===== config.mk =====
export PLATFORM = sky130hd
export DESIGN_NAME = frame_bank_scheduler_flat
export DESIGN_NICKNAME = d
export VERILOG_FILES = /design/src/rtl/frame_bank_scheduler_if.sv /design/src/rtl/frame_bank_scheduler.sv /design/src/flat_wrapper.sv
export SDC_FILE = /design/constraint.sdc
export NUM_CORES = 1
export LEC_CHECK = 0
export BUFFER_PORTS_ARGS = -buffer_cell sky130_fd_sc_hd__buf_2
export CORE_ASPECT_RATIO = 1.1
export CORE_MARGIN = 8
export CORE_UTILIZATION = 34
export DETAILED_ROUTE_END_ITERATION = 8
export GPL_TIMING_DRIVEN = 1
export MAX_ROUTING_LAYER = met4
export PLACE_DENSITY = 0.63
export SYNTH_ARGS = -nofsm -noshare
export SYNTH_HDL_FRONTEND = slang
export SYNTH_SLANG_ARGS = --single-unit
export TNS_END_PERCENT = 5

===== constraint.sdc =====
create_clock -name m00_axis_aclk -period 2.2 [get_ports m00_axis_aclk]
set_input_delay 0.22 -clock m00_axis_aclk [delete_from_list [all_inputs] [get_ports m00_axis_aclk]]
set_output_delay 0.22 -clock m00_axis_aclk [all_outputs]
set_load 0.05 [all_outputs]

===== src/rtl/frame_bank_scheduler_if.sv =====
`default_nettype none
// ============================================================================
// Module  : fb_sched_if
// Brief   : Handshake/bus bundle between frame_bank_scheduler, the frame
//           writer and the BRAM->AXIS reader.
// Rev     : 1.0  initial release
// ============================================================================
interface fb_sched_if #(
  parameter int NUM_PIXELS = 720*480,
  parameter int CNT_WIDTH  = 16
);
  localparam int AW = $clog2(2*NUM_PIXELS);

  logic                 enable;
  logic                 wr_done;
  logic                 rd_done;
  logic                 wr_ready;
  logic                 wr_bank;
  logic                 rd_bank;
  logic [AW-1:0]        wr_base_addr;
  logic [AW-1:0]        rd_base_addr;
  logic                 rd_start;
  logic [CNT_WIDTH-1:0] frame_count;
  logic [CNT_WIDTH-1:0] repeat_count;
  logic                 err;
  logic [3:0]           probe_out;

  // Scheduler side
  modport master (
    input  enable, wr_done, rd_done,
    output wr_ready, wr_bank, rd_bank, wr_base_addr, rd_base_addr,
           rd_start, frame_count, repeat_count, err, probe_out
  );

  // Writer/reader/control side
  modport slave (
    output enable, wr_done, rd_done,
    input  wr_ready, wr_bank, rd_bank, wr_base_addr, rd_base_addr,
           rd_start, frame_count, repeat_count, err, probe_out
  );
endinterface
`default_nettype wire


===== src/rtl/frame_bank_scheduler.sv =====
`default_nettype none
// ============================================================================
// Module  : frame_bank_scheduler
// Brief   : Ping-pong scheduler for a two-bank frame buffer. The writer owns
//           one bank, the reader the other; banks swap at reader frame
//           boundaries when a new frame is ready, otherwise the last frame is
//           re-sent. All outputs are registered (1-cycle latency).
// Config  : FB_OVERWRITE_EN - when defined, latest-frame policy (writer may
//           overwrite a pending frame; wr_ready stays high in STREAM).
//           Undefined: stall policy (wr_ready = ~pending, overwrite = err).
// Rev     : 1.0  initial release
// ============================================================================
module frame_bank_scheduler #(
  parameter int NUM_PIXELS = 720*480,
  parameter int CNT_WIDTH  = 16
) (
  input  wire logic   m00_axis_aclk,
  input  wire logic   m00_axis_aresetn,
  fb_sched_if.master  bus
);

  localparam int AW = $clog2(2*NUM_PIXELS);
  localparam logic [AW-1:0] BANK1_BASE = AW'(NUM_PIXELS);

`ifdef FB_OVERWRITE_EN
  localparam bit OVERWRITE = 1'b1;
`else
  localparam bit OVERWRITE = 1'b0;
`endif

  typedef enum logic [1:0] {
    S_IDLE       = 2'd0,
    S_WAIT_FIRST = 2'd1,
    S_STREAM     = 2'd2,
    S_DRAIN      = 2'd3
  } state_t;

  state_t               state_q,        state_d;
  logic                 wr_bank_q,      wr_bank_d;
  logic                 rd_bank_q,      rd_bank_d;
  logic                 pending_q,      pending_d;
  logic                 wr_ready_q,     wr_ready_d;
  logic                 rd_start_q,     rd_start_d;
  logic [CNT_WIDTH-1:0] frame_count_q,  frame_count_d;
  logic [CNT_WIDTH-1:0] repeat_count_q, repeat_count_d;
  logic                 err_q,          err_d;
  logic [AW-1:0]        wr_base_q,      wr_base_d;
  logic [AW-1:0]        rd_base_q,      rd_base_d;
  logic [3:0]           probe_q,        probe_d;

  // Next-state, bank ownership, counters and registered-output precompute
  always_comb begin
    state_d        = state_q;
    wr_bank_d      = wr_bank_q;
    rd_bank_d      = rd_bank_q;
    pending_d      = pending_q;
    rd_start_d     = 1'b0;
    frame_count_d  = frame_count_q;
    repeat_count_d = repeat_count_q;
    err_d          = err_q;

    case (state_q)
      S_IDLE: begin
        if (bus.enable) state_d = S_WAIT_FIRST;
      end

      S_WAIT_FIRST: begin
        // Reader has nothing to finish yet: a done pulse is a protocol error
        if (bus.rd_done) err_d = 1'b1;
        if (!bus.enable) begin
          state_d = S_IDLE;
        end else if (bus.wr_done) begin
          rd_bank_d     = wr_bank_q;
          wr_bank_d     = ~wr_bank_q;
          rd_start_d    = 1'b1;
          frame_count_d = frame_count_q + 1'b1;
          state_d       = S_STREAM;
        end
      end

      S_STREAM: begin
        // Writer completion is folded in first so a same-cycle rd_done swaps
        if (bus.wr_done) begin
          if (pending_q && !OVERWRITE) err_d = 1'b1;
          pending_d = 1'b1;
        end
        if (bus.rd_done && rd_start_q) begin
          // A frame cannot end the cycle after it started; drop and flag it
          err_d = 1'b1;
        end else if (bus.rd_done) begin
          if (!bus.enable) begin
            // Disable coincides with frame end: the drain is already done
            state_d   = S_IDLE;
            pending_d = 1'b0;
          end else if (pending_d) begin
            wr_bank_d     = rd_bank_q;
            rd_bank_d     = wr_bank_q;
            pending_d     = 1'b0;
            rd_start_d    = 1'b1;
            frame_count_d = frame_count_q + 1'b1;
          end else begin
            rd_start_d     = 1'b1;
            repeat_count_d = repeat_count_q + 1'b1;
          end
        end else if (!bus.enable) begin
          state_d = S_DRAIN;
        end
      end

      S_DRAIN: begin
        if (bus.wr_done) begin
          if (pending_q && !OVERWRITE) err_d = 1'b1;
          pending_d = 1'b1;
        end
        // Let the current frame finish, then park without restarting
        if (bus.rd_done) begin
          state_d   = S_IDLE;
          pending_d = 1'b0;
        end
      end

      default: state_d = S_IDLE;
    endcase

    case (state_d)
      S_WAIT_FIRST: wr_ready_d = 1'b1;
      S_STREAM:     wr_ready_d = OVERWRITE ? 1'b1 : ~pending_d;
      default:      wr_ready_d = 1'b0;
    endcase

    wr_base_d = wr_bank_d ? BANK1_BASE : '0;
    rd_base_d = rd_bank_d ? BANK1_BASE : '0;
    probe_d   = {err_d, state_d == S_DRAIN, state_d == S_STREAM,
                 state_d == S_WAIT_FIRST};
  end

  // State and output registers, asynchronously reset at any point in a frame
  always_ff @(posedge m00_axis_aclk or negedge m00_axis_aresetn) begin
    if (!m00_axis_aresetn) begin
      state_q        <= S_IDLE;
      wr_bank_q      <= 1'b0;
      rd_bank_q      <= 1'b1;
      pending_q      <= 1'b0;
      wr_ready_q     <= 1'b0;
      rd_start_q     <= 1'b0;
      frame_count_q  <= '0;
      repeat_count_q <= '0;
      err_q          <= 1'b0;
      wr_base_q      <= '0;
      rd_base_q      <= BANK1_BASE;
      probe_q        <= '0;
    end else begin
      state_q        <= state_d;
      wr_bank_q      <= wr_bank_d;
      rd_bank_q      <= rd_bank_d;
      pending_q      <= pending_d;
      wr_ready_q     <= wr_ready_d;
      rd_start_q     <= rd_start_d;
      frame_count_q  <= frame_count_d;
      repeat_count_q <= repeat_count_d;
      err_q          <= err_d;
      wr_base_q      <= wr_base_d;
      rd_base_q      <= rd_base_d;
      probe_q        <= probe_d;
    end
  end

  assign bus.wr_ready     = wr_ready_q;
  assign bus.wr_bank      = wr_bank_q;
  assign bus.rd_bank      = rd_bank_q;
  assign bus.wr_base_addr = wr_base_q;
  assign bus.rd_base_addr = rd_base_q;
  assign bus.rd_start     = rd_start_q;
  assign bus.frame_count  = frame_count_q;
  assign bus.repeat_count = repeat_count_q;
  assign bus.err          = err_q;
  assign bus.probe_out    = probe_q;

endmodule
`default_nettype wire


===== src/flat_wrapper.sv =====
// flat-port wrapper written by rule: the top's interface ports become plain ports
module frame_bank_scheduler_flat 
#(
  parameter int NUM_PIXELS = 720*480,
  parameter int CNT_WIDTH  = 16
)
  (m00_axis_aclk, m00_axis_aresetn, bus_enable, bus_wr_done, bus_rd_done, bus_wr_ready, bus_wr_bank, bus_rd_bank, bus_wr_base_addr, bus_rd_base_addr, bus_rd_start, bus_frame_count, bus_repeat_count, bus_err, bus_probe_out);
  fb_sched_if #(.NUM_PIXELS(NUM_PIXELS), .CNT_WIDTH(CNT_WIDTH)) bus_i ();
  input  wire logic m00_axis_aclk;
  input  wire logic m00_axis_aresetn;
  input wire logic [$bits(bus_i.enable)-1:0] bus_enable;
  input wire logic [$bits(bus_i.wr_done)-1:0] bus_wr_done;
  input wire logic [$bits(bus_i.rd_done)-1:0] bus_rd_done;
  output wire logic [$bits(bus_i.wr_ready)-1:0] bus_wr_ready;
  output wire logic [$bits(bus_i.wr_bank)-1:0] bus_wr_bank;
  output wire logic [$bits(bus_i.rd_bank)-1:0] bus_rd_bank;
  output wire logic [$bits(bus_i.wr_base_addr)-1:0] bus_wr_base_addr;
  output wire logic [$bits(bus_i.rd_base_addr)-1:0] bus_rd_base_addr;
  output wire logic [$bits(bus_i.rd_start)-1:0] bus_rd_start;
  output wire logic [$bits(bus_i.frame_count)-1:0] bus_frame_count;
  output wire logic [$bits(bus_i.repeat_count)-1:0] bus_repeat_count;
  output wire logic [$bits(bus_i.err)-1:0] bus_err;
  output wire logic [$bits(bus_i.probe_out)-1:0] bus_probe_out;
  assign bus_i.enable = bus_enable;
  assign bus_i.wr_done = bus_wr_done;
  assign bus_i.rd_done = bus_rd_done;
  assign bus_wr_ready = bus_i.wr_ready;
  assign bus_wr_bank = bus_i.wr_bank;
  assign bus_rd_bank = bus_i.rd_bank;
  assign bus_wr_base_addr = bus_i.wr_base_addr;
  assign bus_rd_base_addr = bus_i.rd_base_addr;
  assign bus_rd_start = bus_i.rd_start;
  assign bus_frame_count = bus_i.frame_count;
  assign bus_repeat_count = bus_i.repeat_count;
  assign bus_err = bus_i.err;
  assign bus_probe_out = bus_i.probe_out;
  frame_bank_scheduler #(.NUM_PIXELS(NUM_PIXELS), .CNT_WIDTH(CNT_WIDTH)) u_core (.m00_axis_aclk(m00_axis_aclk), .m00_axis_aresetn(m00_axis_aresetn), .bus(bus_i));
endmodule

==> results.txt, run 1 <==
synth warn: 0
nets@finish: 312
Critical Path Max Stage Delay: 0.42 ns
initial drt markers: 43
post-route ant nets: 0
worst skew pair latency: 0.29 ns
register area share after synthesis: 42.94%
final worst slack: 0.1003 ns
Layout area overhead: 14.41%
fin cells: 386
DRC Markers: 0
clock root buffer: clkbuf_8
largest net degree at the start of global routing: 23
most common cell in the synthesized netlist: dfrtp_1
Critical Path, Cell by Cell: inv_1, ha_1, buf_4, or3_1, a221o_1, ha_1, inv_1, a21oi_1
CP Data Required Time: 2.38 ns
drt first pass iters: 4
Via-to-Cell Ratio: 4.689
highest metal used: met4
global-route wire length before repair: 8832 um
Net Sw Power: 1583 uW
Die Y: 106.1 um
startpoint types: register
worst-path fanout max: 6
num ports: 86
layout cell share with drive strength beyond 1: 30.43%
Max clock buf depth: 2
Hold Vio Cnt, Final: 0
Sw Share: 47.46%
global route overflow: 0
setup TNS: 0 ns
Post-Synthesis Cells: 245
H-tree depth: 2
metal3 WL: 356 um
Cell Int Power: 1752 uW
synth cell count leaders: 42 x dfrtp_1, 41 x buf_4, 16 x xor2_1
placed insts: 374
pre-CTS setup slack: 0.09803 ns
Clk pwr share: 19.1%
cell area after synthesis: 2509 sq um
port bufs: 55
Max Slew Vio Count: 0
clock sink count: 43
Post-synth EDFFs: 0
CP Data Arrival Time: 2.28 ns
slew margin rel.: 64.64%
Core Region: 7308 sq um
DP Area: 2706 sq um
fmax: 476.3 MHz
Synth cell types: 51
CTS clock-pin slew for the worst setup and hold paths: 0.08 ns
Diodes inserted: 0
Synth area leaders: dfrtp_1 42%, buf_4 12%, xor2_1 5.6%
GRT Overall Usage: 10.59%
DR WL/cell: 13.97 um
CP Capture Type: register
status: finished clean
Synth area leader: dfrtp_1
Tot Pwr: 3335 uW
min Tclk post-route: 2.100 ns
Post-synth top flop: dfrtp_1
Yosys top cell area share: 41.90%
Tcrit/Tclk final: 95.44%
starting density of the core: 34.33%
Worst-Margin Slew: 0.5305 ns
DR vias: 1810
PwrDens: 1162 nW/um^2
metal2 WL: 2654 um
asr flop ratio synth: 100.0%
Avg Cell Area, Syn: 10.24 sq um
CTS tree: built
initial antenna violation count: 0
Max-Cap Viols: 0
final setup vio count: 0
Slowest-stage cell, CP: dfrtp_1
Synth Register Bits: 43
share of power burned in registers: 31.9%
WL met1: 2318 um
clk_skew: 0.004987 ns
Routed WL: 5394 um
WS Path Type: register to register
vias in the first global route: 1846
RePlAce Congestion: 0.7927
maximum VDD drop: 0.5408 mV
Hold Path Class: input port to register
power share of the combinational group: 48.9%
hpwl dp: 4097 um
FP Rows: 33
post-route cell area: 2870 sq um
total CTS buffers: 5
Leak: 0.001542 uW
Die Wd: 97.90 um
Die ar.: 10390 sq um
==> cell usage in the layout, fill, tap and decap left out, drive strengths merged, types with 3 or more instances in the layout <==
master,Yosys,layout
nor3,9,9
o211ai,3,3
nor2,10,10
and4,3,3
or2,3,3
buf,45,64
dfrtp,42,42
a21oi,5,5
nand4,5,5
clkbuf,3,6
conb,1,30
xnor2,14,14
and3,7,7
o21ai,4,4
inv,5,5
nand2,15,15
xor2,16,16
nand3,13,13
ha,9,9
==> per-stage QoR <==
step / util (%) / hold slack, ns
3_5_place_dp: 37.03 / 0.2292
4_1_cts: 38.78 / 0.2840
6_report: 39.27 / 0.2924
2_1_floorplan: - / -0.07559
3_3_place_gp: 37.03 / 0.2316
5_1_grt: 39.27 / 0.3160
==> repair_timing <==
action	4_1_cts	5_1_grt
resized for setup	0	5
hold buffers	1	0
buffers inserted	0	3
setup endpoints to repair	0	2
hold endpoints to repair	21	0
==> critical path, delay by kind of cell (launching register included) <==
kind | cells | cell delay, ns
adder cells (fa/ha/maj) | 2 | 0.43
AO/OA/AOI/OAI | 2 | 0.42
buffers and inverters | 3 | 0.30
AND/OR/NAND/NOR | 1 | 0.42
flip-flops | 1 | 0.42
==> area by class of cell <==
type,count,area [sq um]
multi-input combinational,178,1181
clock inverter,2,35.03
clock buffer,6,82.58
timing repair buffer,65,365.4
sequential,43,1079
inverter,5,18.77
fill,721,4438
tap,87,108.9
==> logic make-up (layout without fill, tap and decap cells) <==
kind of cell / after synthesis / after routing / synth area share [%]
multiplexers: 2 / 2 / 0.8977
XOR/XNOR: 30 / 30 / 10.47
AO/OA/AOI/OAI: 27 / 27 / 7.980
other: 1 / 30 / 0.1495
buffers and inverters: 53 / 78 / 14.81
flip-flops: 43 / 43 / 42.94
AND/OR/NAND/NOR: 80 / 80 / 18.25
adder cells (fa/ha/maj): 9 / 9 / 4.489
==> final timing paths <==
kind | startpoint | end | slack [ns] | depth (start not counted)
hold reg to reg | u_core.bus.repeat_count[15] | u_core.bus.repeat_count[15] | 0.47 | 1
min in group asynchronous | m00_axis_aresetn | u_core.bus.repeat_count[14] | 0.43 | 2
hold / removal | bus_wr_done | u_core.bus.rd_start | 0.29 | 3
setup reg to reg | u_core.state_q[1] | u_core.bus.wr_ready | 0.10 | 8
max in group asynchronous | m00_axis_aresetn | async pin | 1.19 | 3
setup / recovery | u_core.state_q[1] | u_core.bus.wr_ready | 0.10 | 8
==> flip-flops by register name (all words and copies together) (netlist names), named ones only <==
name	flops
u_core.pending_q	1
u_core.bus.rd_start	1
u_core.bus.repeat_count	16
u_core.state_q	2
u_core.bus.frame_count	16
u_core.bus.wr_ready	1
u_core.bus.probe_out	3
==> per-layer routing <==
| metal | GRT usage, % | vias to the layer above |
|---|---|---|
| met4 | 3.344 | 0 |
| met2 | 17.53 | 53 |
| met3 | 3.922 | 5 |
| met5 | - | - |
| li1 | - | 880 |
| met1 | 11.58 | 872 |
==> power groups by stage <==
stage | Combinational, uW | Clock (uW) | Sequential [uW]
2_1_floorplan | 974 | 0 | 1420
3_3_place_gp | 1540 | 0 | 1080
3_5_place_dp | 1550 | 0 | 1080
4_1_cts | 1560 | 661 | 1070
5_1_grt | 1740 | 691 | 1090
6_report | 1630 | 639 | 1060
Note: power is estimated with default switching activity, not from simulation.
==> run 2: changes to the inputs <==
BUFFER_PORTS_ARGS = -buffer_cell sky130_fd_sc_hd__buf_4   (was -buffer_cell sky130_fd_sc_hd__buf_2)
==> run 2 against run 1 <==
  * Final area rose by 3.6%
  * Clock power fell by 13%
  * Die area did not move
  * Register-to-register slack improved by 0.02 ns
  * Sequential power barely moved
  * Critical path depth did not move
  * Power rose by 0.77%
  * Sequential cell count did not move
  * Count of clock-buffer cells in the layout rose by 1
  * Sequential share of layout area fell by 1.3 points
  * Utilization rose by 1.4 points
  * Routed wire length rose by 1.1%
==> results.txt, run 2 (synthesized netlist as in run 1, its figures left out) <==
clock root buffer: clkbuf_8
H-tree depth: 2
capturing point of the worst reg2reg path: u_core.bus.probe_out[2]
CTS tree: built
Via-to-Cell Ratio: 4.714
DR WL/cell: 14.20 um
port bufs: 55
Tcrit/Tclk final: 94.63%
starting density of the core: 34.33%
layout cell share with drive strength beyond 1: 30.64%
global route overflow: 0
Core Util, Final: 40.68%
Leak: 0.001518 uW
post-route ant nets: 0
Hold Path Class: input port to register
share of power burned in registers: 31.7%
CP Launch Point: u_core.state_q[0]
most frequent cells in the layout: 62 x buf_4, 42 x dfrtp_1, 30 x conb_1, 16 x xor2_1, 15 x nand2_1
Die Wd: 97.90 um
DP Area: 2824 sq um
fmax: 480.3 MHz
initial drt markers: 45
global-route wire length before repair: 8859 um
FP Rows: 33
clock sink count: 43
Cell Int Power: 1765 uW
CP Data Arrival Time: 2.26 ns
Net Sw Power: 1596 uW
Die Y: 106.1 um
Routed WL: 5452 um
Max clock buf depth: 2
nets@finish: 310
Max Slew Vio Count: 0
startpoint types: register
power share of the combinational group: 51.6%
CTS clock-pin slew for the worst setup and hold paths: 0.08 ns
RePlAce Congestion: 0.7778
worst hold margin: 0.2782 ns
commonest non-fill, non-tap cell in the layout: buf_4
CP Capture Type: register
post-route cell area: 2973 sq um
CP endpoint: u_core.bus.probe_out[2]
Clk pwr share: 16.6%
FF-to-FF setup slack: 0.12 ns
num ports: 86
worst-path fanout max: 6
Core Region: 7308 sq um
Sw Share: 47.49%
FF-to-FF Start: u_core.state_q[0]
DRC Markers: 0
min Tclk post-route: 2.082 ns
RSZ-0062 raised after global routing: false
worst skew pair latency: 0.29 ns
R2R depth: 8
clk_skew: 0.002772 ns
Diodes inserted: 0
hpwl dp: 4080 um
PwrDens: 1131 nW/um^2
Worst-Margin Slew: 0.5453 ns
status: finished clean
CP Data Required Time: 2.38 ns
vias in the first global route: 1806
Hold Vio Cnt, Final: 0
drt first pass iters: 4
slew margin rel.: 63.65%
DR vias: 1810
WS Path Type: register to register
Layout area overhead: 18.50%
Die ar.: 10390 sq um
total CTS buffers: 5
Max-Cap Viols: 0
maximum VDD drop: 0.4640 mV
initial antenna violation count: 0
GRT Overall Usage: 10.54%
final setup vio count: 0
largest net degree at the start of global routing: 44
setup TNS: 0 ns
run 2: cell count changes in the layout (fill, tap and decap cells not counted), moves of 3 or more:
| cell | change |
|---|---|
| buf_2 | -55 |
| buf_4 | +54 |
| ha_1 | -3 |
| ha_2 | +3 |
run 2: final cells by class:
type                       instances  area [sq um]
tap                               87         108.9
timing repair buffer              63         475.5
clock inverter                     1         7.507
clock buffer                       7         96.34
fill                             729          4335
multi-input combinational        178          1189
inverter                           5         18.77
sequential                        43          1077
run 2: how the worst min path moves through the flow:
stage                startpoint                          end  slack, ns  depth (start not counted)
2_1_floorplan  m00_axis_aresetn                    async pin      -0.08                          0
4_1_cts             bus_wr_done             u_core.pending_q       0.26                          3
6_report            bus_wr_done             u_core.pending_q       0.28                          3
5_1_grt             bus_wr_done             u_core.pending_q       0.30                          3
3_5_place_dp   m00_axis_aresetn  u_core.bus.repeat_count[13]       0.25                          1
3_3_place_gp   m00_axis_aresetn  u_core.bus.repeat_count[15]       0.26                          1
run 2: through the flow:
| stage | total power (uW) | std cells | worst slack (ns) |
|---|---|---|---|
| 5_1_grt | 3553 | 384 | 0.005900 |
| 4_1_cts | 3330 | 383 | 0.04665 |
| 6_report | 3361 | 384 | 0.1180 |
| 3_5_place_dp | 2739 | 373 | 0.004068 |
| 2_1_floorplan | 2393 | 274 | 0.1196 |
| 3_3_place_gp | 2724 | 373 | 0.1155 |
run 2: what timing repair did:
action,4_1_cts,5_1_grt
pin swaps,0,2
setup buffers,1,1
endpoints found under the hold margin,42,0
resized for setup,0,7
setup endpoints to repair,1,1
hold buffers,1,0
run 2: power by group through the flow:
stage | sequential (uW) | clock, uW | combinational (uW)
6_report | 1070 | 559 | 1730
5_1_grt | 1090 | 615 | 1850
4_1_cts | 1070 | 583 | 1680
3_5_place_dp | 1090 | 0 | 1650
2_1_floorplan | 1420 | 0 | 974
3_3_place_gp | 1090 | 0 | 1640
run 2: worst max-delay path: stages (launching register included):
cell	delay [ns]
dfrtp_1	0.39
buf_4	0.15
ha_2	0.22
nand2_1	0.09
nor2_1	0.04
or3_1	0.39
a221o_1	0.37
buf_4	0.15
ha_1	0.17
run 2: routing by layer:
metal	share of wire [%]	routed length (um)	vias to the layer above	global-route usage (%)
met4	0.64	35	0	3.010
met2	49	2683	52	16.85
met5	0	0	-	-
met1	44	2377	881	12.19
li1	-	-	873	-
met3	6.5	356	4	3.791
